==> src/rtl/glue_pkg.sv <==
// Shared types and constants for the 68000 bus glue logic.
package glue_pkg;

  localparam int ADDR_HI = 23;
  localparam int ADDR_LO = 12;
  localparam int ADDR_W  = ADDR_HI - ADDR_LO + 1;

  localparam logic [2:0] FC_CPU_SPACE = 3'b111;

  typedef enum logic [2:0] {
    S_IDLE,
    S_WAIT,
    S_EXT,
    S_ACK,
    S_BERR
  } bus_state_t;

  function automatic int max_int(input int a, input int b);
    return (a > b) ? a : b;
  endfunction

  // Index width for a region count; never narrower than one bit.
  function automatic int idx_width(input int n);
    return (n > 1) ? $clog2(n) : 1;
  endfunction

endpackage

==> src/rtl/glue_region_match.sv <==
// Combinational priority comparator over flattened base/mask vectors.
// Lowest matching region index wins.
module glue_region_match
  import glue_pkg::*;
#(
  parameter int NUM_REGIONS = 4,
  parameter int IDX_W       = idx_width(NUM_REGIONS)
) (
  input  logic [ADDR_W-1:0]             addr,
  input  logic [NUM_REGIONS*ADDR_W-1:0] base,
  input  logic [NUM_REGIONS*ADDR_W-1:0] mask,
  output logic                          hit,
  output logic [IDX_W-1:0]              index,
  output logic [NUM_REGIONS-1:0]        onehot
);

  // Scan regions in ascending order, keeping only the first hit.
  always_comb begin
    hit    = 1'b0;
    index  = '0;
    onehot = '0;
    for (int unsigned r = 0; r < NUM_REGIONS; r++) begin
      if (!hit && (((addr ^ base[r*ADDR_W +: ADDR_W]) & mask[r*ADDR_W +: ADDR_W]) == '0)) begin
        hit       = 1'b1;
        index     = IDX_W'(r);
        onehot[r] = 1'b1;
      end
    end
  end

endmodule

==> src/rtl/glue_bus_ctrl.sv <==
// 68000 bus-cycle controller: region decode, chip enables, wait-state or
// external DTACK generation with watchdog, and BERR on bad cycles.
module glue_bus_ctrl
  import glue_pkg::*;
#(
  parameter int NUM_REGIONS = 4,
  parameter int WAIT_W      = 4,
  parameter int TIMEOUT     = 64
) (
  input  logic                          clk,
  input  logic                          reset,
  input  logic [11:0]                   addr_in,
  input  logic [2:0]                    fc,
  input  logic                          as_n,
  input  logic                          read,
  input  logic                          dtack_ext_n,
  input  logic [NUM_REGIONS*12-1:0]     region_base,
  input  logic [NUM_REGIONS*12-1:0]     region_mask,
  input  logic [NUM_REGIONS*WAIT_W-1:0] region_wait,
  input  logic [NUM_REGIONS-1:0]        region_ext,
  input  logic [NUM_REGIONS-1:0]        region_supv,
  input  logic [NUM_REGIONS-1:0]        region_ro,
  output logic [NUM_REGIONS-1:0]        enable_n,
  output logic                          dtack_n,
  output logic                          berr_n,
  output logic                          busy
);

  localparam int IDX_W = idx_width(NUM_REGIONS);
  localparam int CNT_W = max_int(WAIT_W, $clog2(TIMEOUT));
  localparam logic [CNT_W-1:0] CNT_ONE   = CNT_W'(1);
  localparam logic [CNT_W-1:0] CNT_TMO_M = CNT_W'(TIMEOUT - 2);

  bus_state_t              state;
  logic [CNT_W-1:0]        cnt;

  logic                    hit;
  logic [IDX_W-1:0]        hit_idx;
  logic [NUM_REGIONS-1:0]  hit_onehot;
  logic [WAIT_W-1:0]       wait_sel;
  logic                    cpu_space;
  logic                    access_bad;

  glue_region_match #(
    .NUM_REGIONS (NUM_REGIONS),
    .IDX_W       (IDX_W)
  ) u_match (
    .addr   (addr_in),
    .base   (region_base),
    .mask   (region_mask),
    .hit    (hit),
    .index  (hit_idx),
    .onehot (hit_onehot)
  );

  // Per-cycle decode of the winning region's attributes.
  always_comb begin
    cpu_space  = (fc == FC_CPU_SPACE);
    wait_sel   = region_wait[hit_idx*WAIT_W +: WAIT_W];
    access_bad = !hit
               || (region_supv[hit_idx] && !fc[2])
               || (region_ro[hit_idx] && !read);
  end

  // Bus-cycle state machine with registered outputs.
  // The wait counter is loaded with W-1 (W=0 goes straight to ACK) so that
  // DTACK lands exactly W cycles after the enable, counting from the decode edge.
  // The watchdog fires when the count would reach TIMEOUT-1.
  always_ff @(posedge clk) begin
    if (reset) begin
      state    <= S_IDLE;
      cnt      <= '0;
      enable_n <= '1;
      dtack_n  <= 1'b1;
      berr_n   <= 1'b1;
      busy     <= 1'b0;
    end else if (state != S_IDLE && as_n) begin
      state    <= S_IDLE;
      cnt      <= '0;
      enable_n <= '1;
      dtack_n  <= 1'b1;
      berr_n   <= 1'b1;
      busy     <= 1'b0;
    end else begin
      case (state)
        S_IDLE: begin
          if (!as_n) begin
            busy <= 1'b1;
            cnt  <= '0;
            if (cpu_space) begin
              state <= S_EXT;
            end else if (access_bad) begin
              state  <= S_BERR;
              berr_n <= 1'b0;
            end else if (region_ext[hit_idx]) begin
              state    <= S_EXT;
              enable_n <= ~hit_onehot;
            end else if (wait_sel == '0) begin
              state    <= S_ACK;
              enable_n <= ~hit_onehot;
              dtack_n  <= 1'b0;
            end else begin
              state    <= S_WAIT;
              enable_n <= ~hit_onehot;
              cnt      <= CNT_W'(wait_sel) - CNT_ONE;
            end
          end
        end
        S_WAIT: begin
          if (cnt == '0) begin
            state   <= S_ACK;
            dtack_n <= 1'b0;
          end else begin
            cnt <= cnt - CNT_ONE;
          end
        end
        S_EXT: begin
          if (!dtack_ext_n) begin
            state   <= S_ACK;
            dtack_n <= 1'b0;
          end else if (cnt == CNT_TMO_M) begin
            state    <= S_BERR;
            berr_n   <= 1'b0;
            enable_n <= '1;
            cnt      <= cnt + CNT_ONE;
          end else begin
            cnt <= cnt + CNT_ONE;
          end
        end
        S_ACK, S_BERR: begin
          state <= state;
        end
        default: begin
          state    <= S_IDLE;
          cnt      <= '0;
          enable_n <= '1;
          dtack_n  <= 1'b1;
          berr_n   <= 1'b1;
          busy     <= 1'b0;
        end
      endcase
    end
  end

endmodule

==> config.mk <==
export PLATFORM = sky130hd
export DESIGN_NAME = glue_bus_ctrl
export DESIGN_NICKNAME = d
export VERILOG_FILES = /design/src/rtl/glue_pkg.sv /design/src/rtl/glue_region_match.sv /design/src/rtl/glue_bus_ctrl.sv
export SDC_FILE = /design/constraint.sdc
export NUM_CORES = 1
export LEC_CHECK = 0
export ABC_AREA = 1
export BUFFER_PORTS_ARGS = -buffer_cell sky130_fd_sc_hd__buf_2
export CAP_MARGIN = 20
export CORE_UTILIZATION = 40
export CTS_BUF_LIST = sky130_fd_sc_hd__clkbuf_4 sky130_fd_sc_hd__clkbuf_8
export DETAILED_ROUTE_END_ITERATION = 16
export HOLD_SLACK_MARGIN = 0.1
export PLACE_DENSITY = 0.74
export SYNTH_ARGS = -nofsm -noshare
export SYNTH_HDL_FRONTEND = slang
export SYNTH_SLANG_ARGS = --single-unit
==> constraint.sdc <==
create_clock -name clk -period 3.8 [get_ports clk]
set_input_delay 0 -clock clk [delete_from_list [all_inputs] [get_ports clk]]
set_output_delay 0 -clock clk [all_outputs]
set_load 0.01 [all_outputs]
# Yosys cells after proc, flatten, opt, wreduce, memory -nomap -nowiden

Cells that the tools add are included.

Bits in registers: 16
Input bits: 144
Word-level logic and storage cells: 128

Add/subtract/negate cells: 3
Order comparisons: 1
Equal/unequal tests: 18
Shift operators: 1
Muxes and demuxes: 55
Bitwise logic cells: 12
Reductions and logical operators: 32

Operators with widths:

| operator            | number |
|---|---|
| $and 12x12->12      | 4 |
| $logic_not 12->1    | 4 |
| $xor 12x12->12      | 4 |
| $mux 6              | 7 |
| $mux 1              | 24 |
| $pmux 6 s4          | 1 |
| $ne 2x2->1 const B  | 11 |
| $mux 4              | 5 |
| $mux 3              | 6 |
| $shiftx 16x5->4     | 1 |
| $pmux 3 s4          | 1 |
| $pmux 4 s3          | 1 |
| $reduce_and 6->1    | 2 |
| $mux 2              | 4 |
| $reduce_and 4->1    | 2 |
| $reduce_and 8->1    | 1 |
| $add 6x1->6 const B | 1 |
| $bmux 1 s2          | 3 |
| $eq 3x2->1 const B  | 2 |
| $eq 3x3->1 const B  | 2 |
| $eq 6x6->1 const B  | 1 |
| $logic_and 1x1->1   | 6 |
| $logic_not 1->1     | 6 |
| $logic_not 6->1     | 1 |
| other kinds (18)    | 22 |

# Longest topological paths before layout

Depth after elaboration: 22
Mapped depth: 22
Gate-level depth less buffers: 21

# Hierarchy

A second synthesis with hierarchy kept.

Cells, all modules: 485
Area, all modules: 2517.4 um^2

Modules (own cells, without submodules):

| module            | instances | cells an instance | area each (um^2) | seq. area each (um^2) |
|---|---|---|---|---|
| glue_bus_ctrl     | 1         | 240               | 1443.9           | 320.3 |
| glue_region_match | 1         | 245               | 1073.5           | 0.0 |

# Worst setup path after synthesis

Ideal clock, no wire load.

Kind: register to register
From: register state[0]
To: register cnt[5]
Data arrival time: 2.016 ns
Data required time: 3.727 ns
Setup slack: 1.711 ns
Stages on the path, launching flop included: 16
Path buffers: 0
Cell sequence: dfxtp_1 nor2_1 inv_1 nor2_1 inv_1 ha_1 a21oi_1 nor2_1 nor2_1 nor2_1 nor2_1 nor2_1 nor2_1 xor2_1 nand3_1 a21oi_1

Longest elaborated chain between the ends: 4
Elaborated cells on any way between the ends: 15
Classes of those cells: eq/ne (7); mux (1); bitwise (1); reduce/logical (6)

Ends and longest elaborated chain:

| element                                  | RTL line             | text |
|---|---|---|
| start: declaration                       | glue_bus_ctrl.sv:34  | `bus_state_t state;` |
| start signal: assignment                 | glue_bus_ctrl.sv:131 | `state <= state;` |
| $eq 3x2->1 or $eq 3x3->1 (tied branches) | glue_bus_ctrl.sv:85  | `case (state)` |
| $reduce_or 2->1                          | -                    |  |
| $not 1->1 (no source line)               | -                    |  |
| $reduce_and 4->1 (no source line)        | -                    |  |
| end signal: assignment                   | glue_bus_ctrl.sv:105 | `cnt <= CNT_W'(wait_sel) - CNT_ONE;` |
| end signal: assignment                   | glue_bus_ctrl.sv:114 | `cnt <= cnt - CNT_ONE;` |
| end signal: assignment                   | glue_bus_ctrl.sv:125 | `cnt <= cnt + CNT_ONE;` |
| end: declaration                         | glue_bus_ctrl.sv:35  | `logic [CNT_W-1:0] cnt;` |

Several ways; a longest one is shown, not always the timed one.
A chain may end at the register's enable or synchronous reset.

# Final worst setup path

Same ends and word-level chain as after synthesis.

==> impl_summary.md <==
Timing
The number of pins exceeding their max-slew limit in the final report is 0. Across the routed clock network, the largest skew measured is 2.36 ps. Across all setup checks in the final design, the least slack found is 1340 ps. Setup repair after global routing left no endpoint under its margin. The actual slew at the worst max-slew pin is 652 ps. Of the available clock period, the critical path in the final layout requires 64.8%. Setup violations remaining at the end of the flow were counted as 0. The worst path in the final design needs a cycle of 2460 ps, including I/O delays and setup. Hold timing on the final database bottoms out at a slack of 207 ps. The worst pin sits at a relative slew slack of 56.2%. The highest attainable clock frequency is 0.406 GHz. The number of hold-slack violations in the final timing report came to 0. The summed negative setup slack over all endpoints is 0 ps.

Floorplan
The floorplan has 29 rows. The die span in y is 83.4 um. The floorplan step defined a die boundary enclosing 6950 um2. For this design the top-level I/O count stands at 151. The core region is 6390 um2. In this run the horizontal extent of the chip is 83.4 um.

The starting utilization of the core area is 41.5%.

Synthesis
The post-synthesis average cell area is 5.21 um2. The register area share after synthesis is 12.1%. The synthesized netlist devotes 7.66% of its cell area to compound gates. In this run the cell area of the synthesized design comes to 2650 um2.

The number of different library cells used by synthesis comes to 36. The number of warning messages in the yosys log is 0. The synthesized design contains 0 enable-type register cells. The proportion of synthesized area in mux cells is 0%. The number of nets in the synthesized netlist is 657. After technology mapping, the gate count stands at 508.

The combinational family with the most area after synthesis is simple AND/OR/NAND/NOR gates. The most used flip-flop cell after synthesis is dfxtp_1. Summing the areas of all fa, ha and maj instances in the mapped netlist gives 2.65% of the synthesized area. Summing the areas of all and, or, nand and nor instances in the mapped netlist gives 60.6% of the synthesized area. Summing the areas of all xor and xnor instances in the mapped netlist gives 1.32% of the synthesized area. The number of register bits inferred by synthesis is 16. The post-synthesis async set-or-reset flop share is 0%.

Worst hold path
The worst hold path belongs to the class input pin to flip-flop.

Clock network
After clock tree synthesis, the setup repair step added 0 buffers. The number of clock buffers inserted by TritonCTS is 3. The clock drives 16 sinks. The maximum buffer depth of the clock tree is 2. The post-cts repair resize count is 0. Clock-pin slew was measured on the worst setup and hold paths at 60 ps.

The tree is rooted in a clkbuf_8. The number of buffers added to fix hold violations after cts is 2. TritonCTS built the clock tree. The number of levels the H-tree was split into is 1. The source-to-sink clock delay at the later pin of the worst-skew pair is 250 ps.

Global route
The via count of the first global-routing pass is 3336. The overall routing resource usage is 23.8%. The total grt overflow is 0. The largest net degree at the start of global routing is 17. The global-route wire length before repair is 13800 um. The initial antenna violation count is 1.

Finish
After routing the design area is 3510 um2. The library cells used most frequently in the layout, excluding fill and tap cells, are nand2_1, buf_2, inv_1. Once layout is complete, the utilization of the core stands at 55.0%.

The synthesis-to-layout area growth is 32.6%. The final cell count without fillers is 736. After the last flow step, the layout net total stands at 809. The most common cell after layout, fill and taps aside is nand2_1.

In the final layout, the share of cells above drive strength 1 is 29.3%.

Placement
Routability-driven placement finished with a final weighted congestion of 0.911. The placed instances occupy a cell area of 3450 um2. The HPWL after detailed placement is 7210 um. During placement, the flow inserted port buffers numbering 150.

The number of cells after detailed placement is 730. The post-placement worst setup slack is 1370 ps.

Detailed routing
The routed layout has 3517 vias. After detailed routing, the total wire length is 8110 um. The routed length per instance is 11.0 um.

In the routed layout, each cell is associated on average with a via count of 4.78. The number of design-rule violations left by the first detailed-router iteration is 104. The total DRC errors in the routed layout is 0.

Once detail routing completed, the nets flagged for antenna violations numbered 0. The first-pass iteration count of the detailed router is 4.

Critical path
In this run the worst path has a maximum fanout of 8. STA classifies the critical path endpoint as a flip-flop. Together, buffers and inverters on the worst path number 2. For this run, the slowest stage of the critical path takes 330 ps. The data arrival time of the critical path is 2640 ps. The worst setup slack for register-to-register paths is 1340 ps. Walking the worst path, the cells encountered are nor2_1 -> inv_1 -> nor2_1 -> inv_1 -> ha_1 -> a21oi_1 -> nor2_1 -> nor2_1 -> nor2_1 -> nor2_1 -> nor2_1 -> nor2_1 -> xor2_1 -> nand3_1 -> a21oi_1. The cell type of the slowest stage on the worst timing path is dfxtp_1. The data required time of the worst path is 3980 ps. The critical path startpoint category is a flip-flop. The cell family contributing the most delay on the critical path is simple AND/OR/NAND/NOR gates. The critical setup path kind is flip-flop to flip-flop. The critical path's most frequent cell is nor2_1.

Run
The tool flagged a number of max-cap violations equal to 0.

Outcome
The run finished with clean final reports.

Power
In this run the static leakage power is 2.15 nW. The overall power after layout is 988 uW. The maximum resistive drop on vdd is 0.000197 V.

The power density over the cells is 282 nW/um2.
==> metal layers <==
| metal | global-route usage [%] | vias up | wire length (um) |
|---|---|---|---|
| li1 | - | 1880 | - |
| met1 | 26.1 | 1484 | 3280 |
| met2 | 46.2 | 136 | 4120 |
| met3 | 3.48 | 17 | 487 |
| met4 | 7.84 | 0 | 218 |
| met5 | 0 | - | 0 |
==> final cells by class <==
type / count / area [um2]
multi-input cells: 390 / 1910
diodes: 1 / 2.50
fillers: 684 / 2880
clock buffers: 3 / 41.3
inverters: 97 / 367
well taps: 77 / 96.3
flip-flops and latches: 16 / 320
repair buffers: 152 / 771
==> registers in the layout (all words and copies together), names as in the netlist <==
name / count
berr_n: 1
busy: 1
cnt: 6
dtack_n: 1
enable_n: 4
state: 3
==> power by group <==
| group | leakage [nW] | internal (mW) | switching, mW |
|---|---|---|---|
| registers | 0.130 | 0.209 | 0.0302 |
| clock network | 0.0216 | 0.0703 | 0.0575 |
| logic | 2.00 | 0.237 | 0.385 |
==> worst reg2reg max path, stage by stage (launching register included) <==
cell,delay [ps]
dfxtp_1,330
nor2_1,140
inv_1,70
nor2_1,270
inv_1,220
ha_1,320
a21oi_1,140
nor2_1,70
nor2_1,110
nor2_1,60
nor2_1,100
nor2_1,50
nor2_1,120
xor2_1,150
nand3_1,80
a21oi_1,140
==> path summary, 6_finish.rpt <==
kind | start | end | cells past startpoint
setup / recovery | state[0]$_SDFFE_PP0P_ | cnt[5]$_SDFFE_PP0P_ | 15
hold / removal | dtack_ext_n | state[2]$_SDFFE_PP0P_ | 5
setup reg to reg | state[0]$_SDFFE_PP0P_ | cnt[5]$_SDFFE_PP0P_ | 15
hold reg to reg | dtack_n$_SDFFE_PP1P_ | dtack_n$_SDFFE_PP1P_ | 2
==> cells in the mapped netlist, types with 2 or more instances <==
cell	instances	area (um2)
nand2_1	188	706
inv_1	88	330
nand3_1	74	370
nor2_1	37	139
dfxtp_1	16	320
a21oi_1	13	65.1
o21ai_0	12	60.1
inv_2	7	26.3
nand2_2	7	43.8
nor2_2	7	43.8
nor3_1	6	30.0
or2_1	6	37.5
ha_1	4	50.1
nand3_2	4	40.0
o21ai_1	4	20.0
xor2_1	4	35.0
buf_6	3	33.8
nand4_1	3	18.8
or2_2	3	18.8
buf_4	2	15.0
nand3_4	2	35.0
nand3b_1	2	15.0
nand4_4	2	42.5
o211ai_2	2	25.0
==> kinds of logic after synthesis <==
family / Yosys count
compound gates: 35
simple gates: 346
buf+inv: 102
flops: 16
xor+xnor: 4
fa+ha+maj: 5
Power figures use the tool's default switching activity.
